$ cat src/rtl/rps_pkg.sv
// Shared codes and judging rule for the stone/paper/scissors game blocks.
package rps_pkg;

   localparam logic [1:0] MV_STONE    = 2'b00;
   localparam logic [1:0] MV_PAPER    = 2'b01;
   localparam logic [1:0] MV_SCISSORS = 2'b10;
   localparam logic [1:0] MV_INVALID  = 2'b11;

   localparam logic [1:0] RES_TIE     = 2'b00;
   localparam logic [1:0] RES_P1      = 2'b01;
   localparam logic [1:0] RES_P2      = 2'b10;
   localparam logic [1:0] RES_INVALID = 2'b11;

   typedef enum logic [1:0] {
      ST_IDLE       = 2'b00,
      ST_COLLECT    = 2'b01,
      ST_JUDGE      = 2'b10,
      ST_MATCH_OVER = 2'b11
   } state_t;

   function automatic logic [1:0] rps_judge_fn(input logic [1:0] m1, input logic [1:0] m2);
      logic p1_beats;
      p1_beats = (m1 == MV_STONE    && m2 == MV_SCISSORS) ||
                 (m1 == MV_PAPER    && m2 == MV_STONE)    ||
                 (m1 == MV_SCISSORS && m2 == MV_PAPER);
      if (m1 == MV_INVALID || m2 == MV_INVALID) return RES_INVALID;
      else if (m1 == m2)                        return RES_TIE;
      else if (p1_beats)                        return RES_P1;
      else                                      return RES_P2;
   endfunction

endpackage

$ cat src/rtl/rps_judge.sv
// Combinational single-round judge: two move codes in, round result out.
module rps_judge
   import rps_pkg::*;
(
   input  logic [1:0] p1_move,
   input  logic [1:0] p2_move,
   output logic [1:0] result
);

   assign result = rps_judge_fn(p1_move, p2_move);

endmodule

$ cat src/rtl/rps_match_ctrl.sv
// Best-of-N stone/paper/scissors match controller: handshaked move entry,
// per-round judging, score keeping and a forfeit on move timeout.
module rps_match_ctrl
   import rps_pkg::*;
#(
   parameter int WIN_ROUNDS  = 2,
   parameter int SCORE_W     = 2,
   parameter int TIMEOUT_CYC = 255,
   parameter int TO_W        = 8
)
(
   input  logic               clk,
   input  logic               reset,
   input  logic               start,
   input  logic               abort,
   input  logic [1:0]         p1_move,
   input  logic               p1_valid,
   input  logic [1:0]         p2_move,
   input  logic               p2_valid,
   output logic [1:0]         round_result,
   output logic               round_done,
   output logic               round_to,
   output logic [SCORE_W-1:0] p1_score,
   output logic [SCORE_W-1:0] p2_score,
   output logic               match_done,
   output logic [1:0]         match_winner,
   output logic [1:0]         state_o
);

   generate
      if (WIN_ROUNDS < 1 || (2**SCORE_W) <= WIN_ROUNDS) begin : g_bad_score_w
         $error("rps_match_ctrl: SCORE_W too narrow for WIN_ROUNDS");
      end
      if (TIMEOUT_CYC < 0 || (2**TO_W) <= TIMEOUT_CYC) begin : g_bad_to_w
         $error("rps_match_ctrl: TO_W too narrow for TIMEOUT_CYC");
      end
   endgenerate

   state_t            state, next_state;
   logic              start_q, armed, start_edge;
   logic              p1_lat, p2_lat;
   logic [1:0]        p1_mv, p2_mv;
   logic              forfeit;
   logic [TO_W-1:0]   to_cnt;
   logic [1:0]        winner_q;
   logic [1:0]        judge_res, round_res_c;
   logic              p1_take, p2_take, both_have, timeout_hit;
   logic              p1_win, p2_win;

   rps_judge u_judge (
      .p1_move (p1_mv),
      .p2_move (p2_mv),
      .result  (judge_res)
   );

   // armed is low for the first cycle after reset so a start level held
   // through reset release is not mistaken for a rising edge.
   assign start_edge  = start & ~start_q & armed;
   assign p1_take     = (state == ST_COLLECT) && p1_valid && !p1_lat;
   assign p2_take     = (state == ST_COLLECT) && p2_valid && !p2_lat;
   assign both_have   = (p1_lat || p1_take) && (p2_lat || p2_take);
   assign timeout_hit = (TIMEOUT_CYC != 0) && (state == ST_COLLECT) && (p1_lat ^ p2_lat) &&
                        !both_have && (to_cnt == TO_W'(TIMEOUT_CYC - 1));

   // A forfeit awards the round to whoever moved, unless that move was invalid.
   always_comb begin
      round_res_c = judge_res;
      if (forfeit) begin
         if ((p1_lat ? p1_mv : p2_mv) == MV_INVALID) round_res_c = RES_INVALID;
         else                                        round_res_c = p1_lat ? RES_P1 : RES_P2;
      end
   end

   assign p1_win = (round_res_c == RES_P1);
   assign p2_win = (round_res_c == RES_P2);

   // NOTE: clocked state uses non-blocking (<=) so every register samples
   // pre-edge values; blocking here would create order-dependent races.
   always_ff @(posedge clk or posedge reset) begin
      if (reset) state <= ST_IDLE;
      else       state <= next_state;
   end

   // NOTE: every variable gets a default before the case so no path leaves
   // it unassigned, which would otherwise infer a latch.
   always_comb begin
      next_state = state;
      if (abort) begin
         next_state = ST_IDLE;
      end else begin
         case (state)
            ST_IDLE:       if (start_edge) next_state = ST_COLLECT;
            ST_COLLECT:    if (both_have || timeout_hit) next_state = ST_JUDGE;
            ST_JUDGE: begin
               if ((p1_win && p1_score == SCORE_W'(WIN_ROUNDS - 1)) ||
                   (p2_win && p2_score == SCORE_W'(WIN_ROUNDS - 1)))
                  next_state = ST_MATCH_OVER;
               else
                  next_state = ST_COLLECT;
            end
            ST_MATCH_OVER: if (start_edge) next_state = ST_COLLECT;
            default:       next_state = ST_IDLE;
         endcase
      end
   end

   always_comb begin
      state_o      = state;
      match_done   = (state == ST_MATCH_OVER);
      match_winner = match_done ? winner_q : 2'b00;
   end

   always_ff @(posedge clk or posedge reset) begin
      if (reset) begin
         start_q      <= 1'b0;
         armed        <= 1'b0;
         p1_lat       <= 1'b0;
         p2_lat       <= 1'b0;
         p1_mv        <= MV_STONE;
         p2_mv        <= MV_STONE;
         forfeit      <= 1'b0;
         to_cnt       <= '0;
         p1_score     <= '0;
         p2_score     <= '0;
         round_result <= RES_TIE;
         round_to     <= 1'b0;
         round_done   <= 1'b0;
         winner_q     <= 2'b00;
      end else begin
         start_q    <= start;
         armed      <= 1'b1;
         round_done <= 1'b0;
         if (abort) begin
            p1_lat       <= 1'b0;
            p2_lat       <= 1'b0;
            p1_mv        <= MV_STONE;
            p2_mv        <= MV_STONE;
            forfeit      <= 1'b0;
            to_cnt       <= '0;
            p1_score     <= '0;
            p2_score     <= '0;
            round_result <= RES_TIE;
            round_to     <= 1'b0;
            winner_q     <= 2'b00;
         end else begin
            case (state)
               ST_IDLE: begin
                  if (start_edge) begin
                     p1_score     <= '0;
                     p2_score     <= '0;
                     round_result <= RES_TIE;
                     round_to     <= 1'b0;
                  end
               end
               ST_COLLECT: begin
                  if (p1_take) begin
                     p1_lat <= 1'b1;
                     p1_mv  <= p1_move;
                  end
                  if (p2_take) begin
                     p2_lat <= 1'b1;
                     p2_mv  <= p2_move;
                  end
                  to_cnt <= (p1_lat ^ p2_lat) ? to_cnt + TO_W'(1) : '0;
                  if (timeout_hit) forfeit <= 1'b1;
               end
               ST_JUDGE: begin
                  round_result <= round_res_c;
                  round_to     <= forfeit;
                  round_done   <= 1'b1;
                  if (p1_win) p1_score <= p1_score + SCORE_W'(1);
                  if (p2_win) p2_score <= p2_score + SCORE_W'(1);
                  winner_q     <= p1_win ? RES_P1 : (p2_win ? RES_P2 : 2'b00);
                  p1_lat       <= 1'b0;
                  p2_lat       <= 1'b0;
                  p1_mv        <= MV_STONE;
                  p2_mv        <= MV_STONE;
                  forfeit      <= 1'b0;
                  to_cnt       <= '0;
               end
               ST_MATCH_OVER: begin
                  if (start_edge) begin
                     p1_score <= '0;
                     p2_score <= '0;
                     winner_q <= 2'b00;
                  end
               end
               default: ;
            endcase
         end
      end
   end

endmodule
$ cat config.mk
export PLATFORM = sky130hd
export DESIGN_NAME = rps_match_ctrl
export DESIGN_NICKNAME = d
export VERILOG_FILES = /design/src/rtl/rps_pkg.sv /design/src/rtl/rps_judge.sv /design/src/rtl/rps_match_ctrl.sv
export SDC_FILE = /design/constraint.sdc
export NUM_CORES = 1
export LEC_CHECK = 0
export CORE_UTILIZATION = 59
export CTS_CLUSTER_DIAMETER = 40
export DETAILED_ROUTE_END_ITERATION = 10
export GPL_ROUTABILITY_DRIVEN = 0
export PLACE_DENSITY = 0.95
export SYNTH_ARGS = -nofsm -noshare
export SYNTH_HDL_FRONTEND = slang
export SYNTH_SLANG_ARGS = --single-unit
export TNS_END_PERCENT = 30
$ cat constraint.sdc
create_clock -name clk -period 4.2 [get_ports clk]
set_input_delay 0.84 -clock clk [delete_from_list [all_inputs] [get_ports clk]]
set_output_delay 0.84 -clock clk [all_outputs]
set_load 0.01 [all_outputs]
==> flow_summary.yaml, run 1 <==
status:
  status: "finished with violations"
  violations: "DRC"
worst_setup_path:
  start_kind: "register"
  worstPathArrival_ns: 1.80
  cp_max_fo: 7
  endpoint_kind: "output port"
  required_ns: 3.36
  criticalPathCategory: "register to output port"
timing:
  fin_tns_setup_ns: 0
  fmax_mhz: 379
  setup_viol: 0
  fin_crit_ns: 2.64
  setup_ws_ns: 1.56
  clock_skew_ns: 0.00872
  rsz0062_at_grt: "no"
  hold_viol_final: 0
  slew_headroom: 0.280
  worst_pin_slew_ns: 1.08
  fin_hold_ws_ns: 0.489
  min_period_over_period: 0.628
  slew_violations: 0
logic_synthesis:
  synth_compound_area_frac: 0.220
  synth.most_common_cell: "nand2_1"
  syn_avg_cell_area_um2: 8.81
  synth.largest_area_cell: "dfrtp_1"
  synth_common_cells: "nand2_1, dfrtp_1, o21ai_0, nor2_1, inv_1"
  synth_top_family_by_area: "compound AO/OA/AOI/OAI gates"
  synth_adder_area_share: 0.0624
  ys_seq_area_frac: 0.402
  yosysTopAreaCellShare: 0.402
  netlist_top_cells_area: "dfrtp_1, nand2_1, ha_1"
  syn_inst: 205
  synth_ff_type: "dfrtp_1"
  syn_area_mm2: 0.00181
  async_flop_share: 1.00
  synthSimpleGateAreaFrac: 0.209
  synthMuxAreaShare: 0.0180
  synthXorXnorAreaFrac: 0.0284
  synth_cell_type_count: 52
  synth_nets: 224
  synth_seq_cells: 29
  synth_warnings: 0
  synth-edff-count: 0
routing:
  via_per_inst: 6.02
  route.detailed.drc: 2
  wl_per_cell_um: 14.4
  routed_wl_mm: 3.68
  first_pass_iters: 7
  num_vias: 1535
  ant_nets: 0
  first_iter_violations: 158
cts:
  cts_buffers: 5
  postCtsSetupRepairBufs: 0
  insertion_delay_ns: 0.33
  cts_root_buffer: "clkbuf_4"
  clkSinkCount: 29
  holdBufCountCts: 0
  h-tree-depth: 2
  clk_pin_slew_ns: 0.09
  cts_tree: "yes"
  ctsResizeCount: 0
  clockBufferDepth: 2
floorplan:
  initial_core_util: 0.638
  pin_count: 23
  die_y_um: 57.3
  die_w_um: 57.3
  fp.dieArea_mm2: 0.00329
  core.rowCount: 19
  floorplan.core_area_mm2: 0.00283
power_and_ir_drop:
  internal_power_w: 0.000494
  p_seq_frac: 0.451
  switching_share: 0.382
  p_leak_nw: 0.847
  pwr_density_cell_mw_per_mm2: 387
  pwr-share-comb: 0.334
  switchingPower_w: 0.000305
  pwr-share-clk: 0.215
  peakVddDrop_mv: 0.279
place:
  io_buffers: 22
  detailed_place_hpwl_mm: 2.56
  place_ws_ns: 1.32
worst_hold_path:
  hp-class: "register to register"
grt:
  grt_overflow_total: 0
  grt_max_degree: 30
  antenna_found_initial: 0
  grt_pass1_wl_mm: 6.13
  grtUsageTotal: 0.245
  grt_pass1_vias: 1403
finish:
  drive_gt1_frac: 0.0625
  final_nets: 243
  area_delta_synth_final_pct: 14.3
  diodes: 0
flow_run:
  max_cap_viol_count: 0
-- layout make-up --
type                    count  area [µm²]
fillers                   213         766
multi-input cells         153         975
inverters                  13        48.8
well taps                  31        38.8
clock buffers               7        55.1
repair buffers             22         220
flip-flops and latches     29         726
-- critical path, cell delays in order (launching register included) --
cell and delay (ns):
dfrtp_1 0.49, ha_1 0.29, and2_1 0.16, clkdlybuf4s50_1 0.54
-- power groups by stage --
| stage | combinational (W) | clock, W | sequential, W |
|---|---|---|---|
| 2_1_floorplan | 0.000221 | 0 | 0.000338 |
| 3_3_place_gp | 0.000252 | 0 | 0.000362 |
| 3_5_place_dp | 0.000261 | 0 | 0.000364 |
| 4_1_cts | 0.000265 | 0.000176 | 0.000359 |
| 5_1_grt | 0.000294 | 0.000189 | 0.000365 |
| 6_report | 0.000266 | 0.000172 | 0.000360 |
-- final timing paths --
path | start | end | slack [ns] | cells past startpoint
min reg2reg | to_cnt[4] | to_cnt[4] | 0.49 | 1
min in group asynchronous | reset | to_cnt[1] | 1.08 | 2
max | state_o[1] | match_winner[1] | 1.56 | 3
max in group asynchronous | reset | p1_score[0] | 2.47 | 2
max reg2reg | state_o[0] | to_cnt[4] | 2.11 | 7
min | to_cnt[4] | to_cnt[4] | 0.49 | 1
-- placed cells by master, fill, tap and decap left out, types with 6 or more instances in the layout --
cell	count
a21oi_1	8
clkdlybuf4s50_1	22
dfrtp_1	29
ha_1	9
inv_1	11
nand2_1	33
nor2_1	13
o21ai_0	15
o31ai_1	6
-- sequential cells by signal, indices dropped and copies added (netlist names) --
| signal | cells |
|---|---|
| armed | 1 |
| forfeit | 1 |
| p1_lat | 1 |
| p1_mv | 2 |
| p1_score | 2 |
| p2_lat | 1 |
| p2_mv | 2 |
| p2_score | 2 |
| round_done | 1 |
| round_result | 2 |
| round_to | 1 |
| start_q | 1 |
| state_o | 2 |
| to_cnt | 8 |
| winner_q | 2 |
-- metal layers --
layer	share of wire	track usage	wire length [µm]	vias to the layer above
li1	-	-	-	767
met1	0.46	0.331	1680	725
met2	0.49	0.380	1800	31
met3	0.032	0.0476	118	12
met4	0.023	0.125	83	0
met5	0	0	0	-
-- through the flow --
step	total power, W	std cells	area, µm²	utilization
6_report	0.000799	255	2060	0.729
4_1_cts	0.000801	255	2060	0.729
3_5_place_dp	0.000624	248	2010	0.710
2_1_floorplan	0.000558	205	1810	-
3_3_place_gp	0.000615	248	2010	0.710
5_1_grt	0.000848	255	2060	0.729
-- cells by family (layout without fill, tap and decap cells) --
kind of cell | after synthesis | after routing
DFF | 29 | 29
muxes | 3 | 3
adders and majority gates | 9 | 9
buffers and inverters | 23 | 42
and+or+nand+nor | 77 | 77
AOI/OAI and AO/OA | 58 | 58
other | 1 | 1
xor gates and xnor gates | 5 | 5
(Power assumes the default switching activity.)
==> run 2, diff against run 1 <==
--- a/config.mk
+++ b/config.mk
@@ -5,11 +5,11 @@
 export SDC_FILE = /design/constraint.sdc
 export NUM_CORES = 1
 export LEC_CHECK = 0
-export CORE_UTILIZATION = 59
+export CORE_UTILIZATION = 50
 export CTS_CLUSTER_DIAMETER = 40
 export DETAILED_ROUTE_END_ITERATION = 10
 export GPL_ROUTABILITY_DRIVEN = 0
-export PLACE_DENSITY = 0.95
+export PLACE_DENSITY = 0.88
 export SYNTH_ARGS = -nofsm -noshare
 export SYNTH_HDL_FRONTEND = slang
 export SYNTH_SLANG_ARGS = --single-unit
==> constraint.sdc (replaced) <==
create_clock -name clk -period 2.2 [get_ports clk]
set_input_delay 0.44 -clock clk [delete_from_list [all_inputs] [get_ports clk]]
set_output_delay 0.44 -clock clk [all_outputs]
set_load 0.01 [all_outputs]
==> run 2 against run 1 <==
Against the previous run:
- the run now ends clean
- clock power grew to 2.6 times the previous value
- largest power group unchanged
- die area increased by 17%
- sequential share of layout area down 1.5 points
- global-route usage fell by 3.7 points
- sequential power rose by 89%
- core utilization decreased by 9.1 points
- register-to-register slack worse by 1.8 ns
==> flow_summary.yaml, run 2 (synthesis gave the netlist of run 1 again) <==
finish:
  largest-register: "to_cnt"
  fin_util: 0.638
  final_nets: 249
  mostFrequentLayoutCells: "nand2_1, dfrtp_1, clkdlybuf4s50_1"
  diodes: 0
  largest_reg_flops: 8
  area_delta_synth_final_pct: 19.8
  final_common_cell: "nand2_1"
  drive_gt1_frac: 0.104
  fillers: 265
cts:
  h-tree-depth: 2
  ctsResizeCount: 0
  postCtsSetupRepairBufs: 0
  insertion_delay_ns: 0.33
  cts_tree: "yes"
  clkSinkCount: 29
  holdBufCountCts: 0
  cts_root_buffer: "clkbuf_4"
  clockBufferDepth: 2
  clk_pin_slew_ns: 0.10
  cts_buffers: 5
grt:
  grtUsageMet2: 0.307
  grt_pass1_vias: 1269
  grtUsageTotal: 0.208
  gr-usage-met1: 0.304
  antenna_found_initial: 0
  grt_pass1_wl_mm: 5.84
  grt_overflow_total: 0
  gr-usage-met3: 0.0559
  busiest_layer: "met2"
  grt_max_degree: 30
routing:
  first_pass_iters: 4
  num_vias: 1527
  routed_wl_mm: 3.63
  route.detailed.drc: 0
  ant_nets: 0
  wl_per_cell_um: 13.1
  via_per_inst: 5.51
  first_iter_violations: 198
status:
  status: "completed"
worst_setup_path:
  criticalPathCategory: "register to output port"
  reg2reg_depth: 5
  cp_max_fo: 6
  start_kind: "register"
  worstPathArrival_ns: 1.66
  required_ns: 1.76
  endpoint_kind: "output port"
timing:
  fmax_mhz: 477
  hold_viol_final: 0
  fin_crit_ns: 2.10
  clock_skew_ns: 0.0125
  setup_viol: 0
  slew_violations: 0
  fin_tns_setup_ns: 0
  min_period_over_period: 0.953
  rsz0062_at_grt: "no"
worst_hold_path:
  hp-class: "input port to asynchronous set/reset pin"
floorplan:
  fp.dieArea_mm2: 0.00386
  floorplan.core_area_mm2: 0.00339
  die_w_um: 62.1
  pin_count: 23
  core.rowCount: 21
  initial_core_util: 0.533
  die_y_um: 62.1
flow_run:
  max_cap_viol_count: 0
place:
  io_buffers: 22
  detailed_place_hpwl_mm: 2.61
power_and_ir_drop:
  pwr_density_cell_mw_per_mm2: 774
  power_w: 0.00167
  p_leak_nw: 0.886
  peakVddDrop_mv: 0.537
run 2: through the flow:
stage | worst slack [ns] | cells | hold slack (ns) | cell area (µm²)
CTS | 0.0200 | 277 | 0.480 | 2160
finish | 0.104 | 277 | 0.471 | 2160
detailed placement | 0.212 | 269 | 0.468 | 2070
global route | 0.00422 | 277 | 0.499 | 2160
floorplan | 0.352 | 205 | 0.438 | 1810
global placement | 0.277 | 269 | 0.464 | 2070
run 2: path summary, 6_finish.rpt:
path	start	end	slack, ns
min in group clk	to_cnt[4]	to_cnt[4]	0.48
worst min-delay path	reset	p2_score[0]	0.47
worst max register to register	state_o[1]	state_o[1]	0.31
worst max-delay path	state_o[0]	match_winner[1]	0.10
worst min register to register	to_cnt[4]	to_cnt[4]	0.48
max in group asynchronous	reset	state_o[0]	1.43
run 2: per-layer routing:
metal / wire (µm) / share of wire
met5: 0 / 0
met4: 42 / 0.012
met3: 147 / 0.041
met2: 1640 / 0.45
met1: 1800 / 0.50
run 2: critical path: stages, from the launching register on:
cell and delay, ns:
dfrtp_2 0.43, ha_2 0.25, and2_1 0.13, clkdlybuf4s50_1 0.53
run 2: layout make-up:
class	instances	area, µm²	share of cell area
Clock buffer	7	55.1	0.0255
Clock inverter	1	30.0	0.0139
Inverter	13	48.8	0.0226
Multi-Input combinational cell	153	977	0.452
Sequential cell	29	728	0.337
Tap cell	46	57.6	0.0266
Timing Repair Buffer	28	265	0.123
run 2: where the power goes:
part           switching (W)  total [W]  internal [W]
Clock               0.000184   0.000455      0.000271
Combinational       0.000305   0.000536      0.000232
Sequential          0.000100   0.000682      0.000582
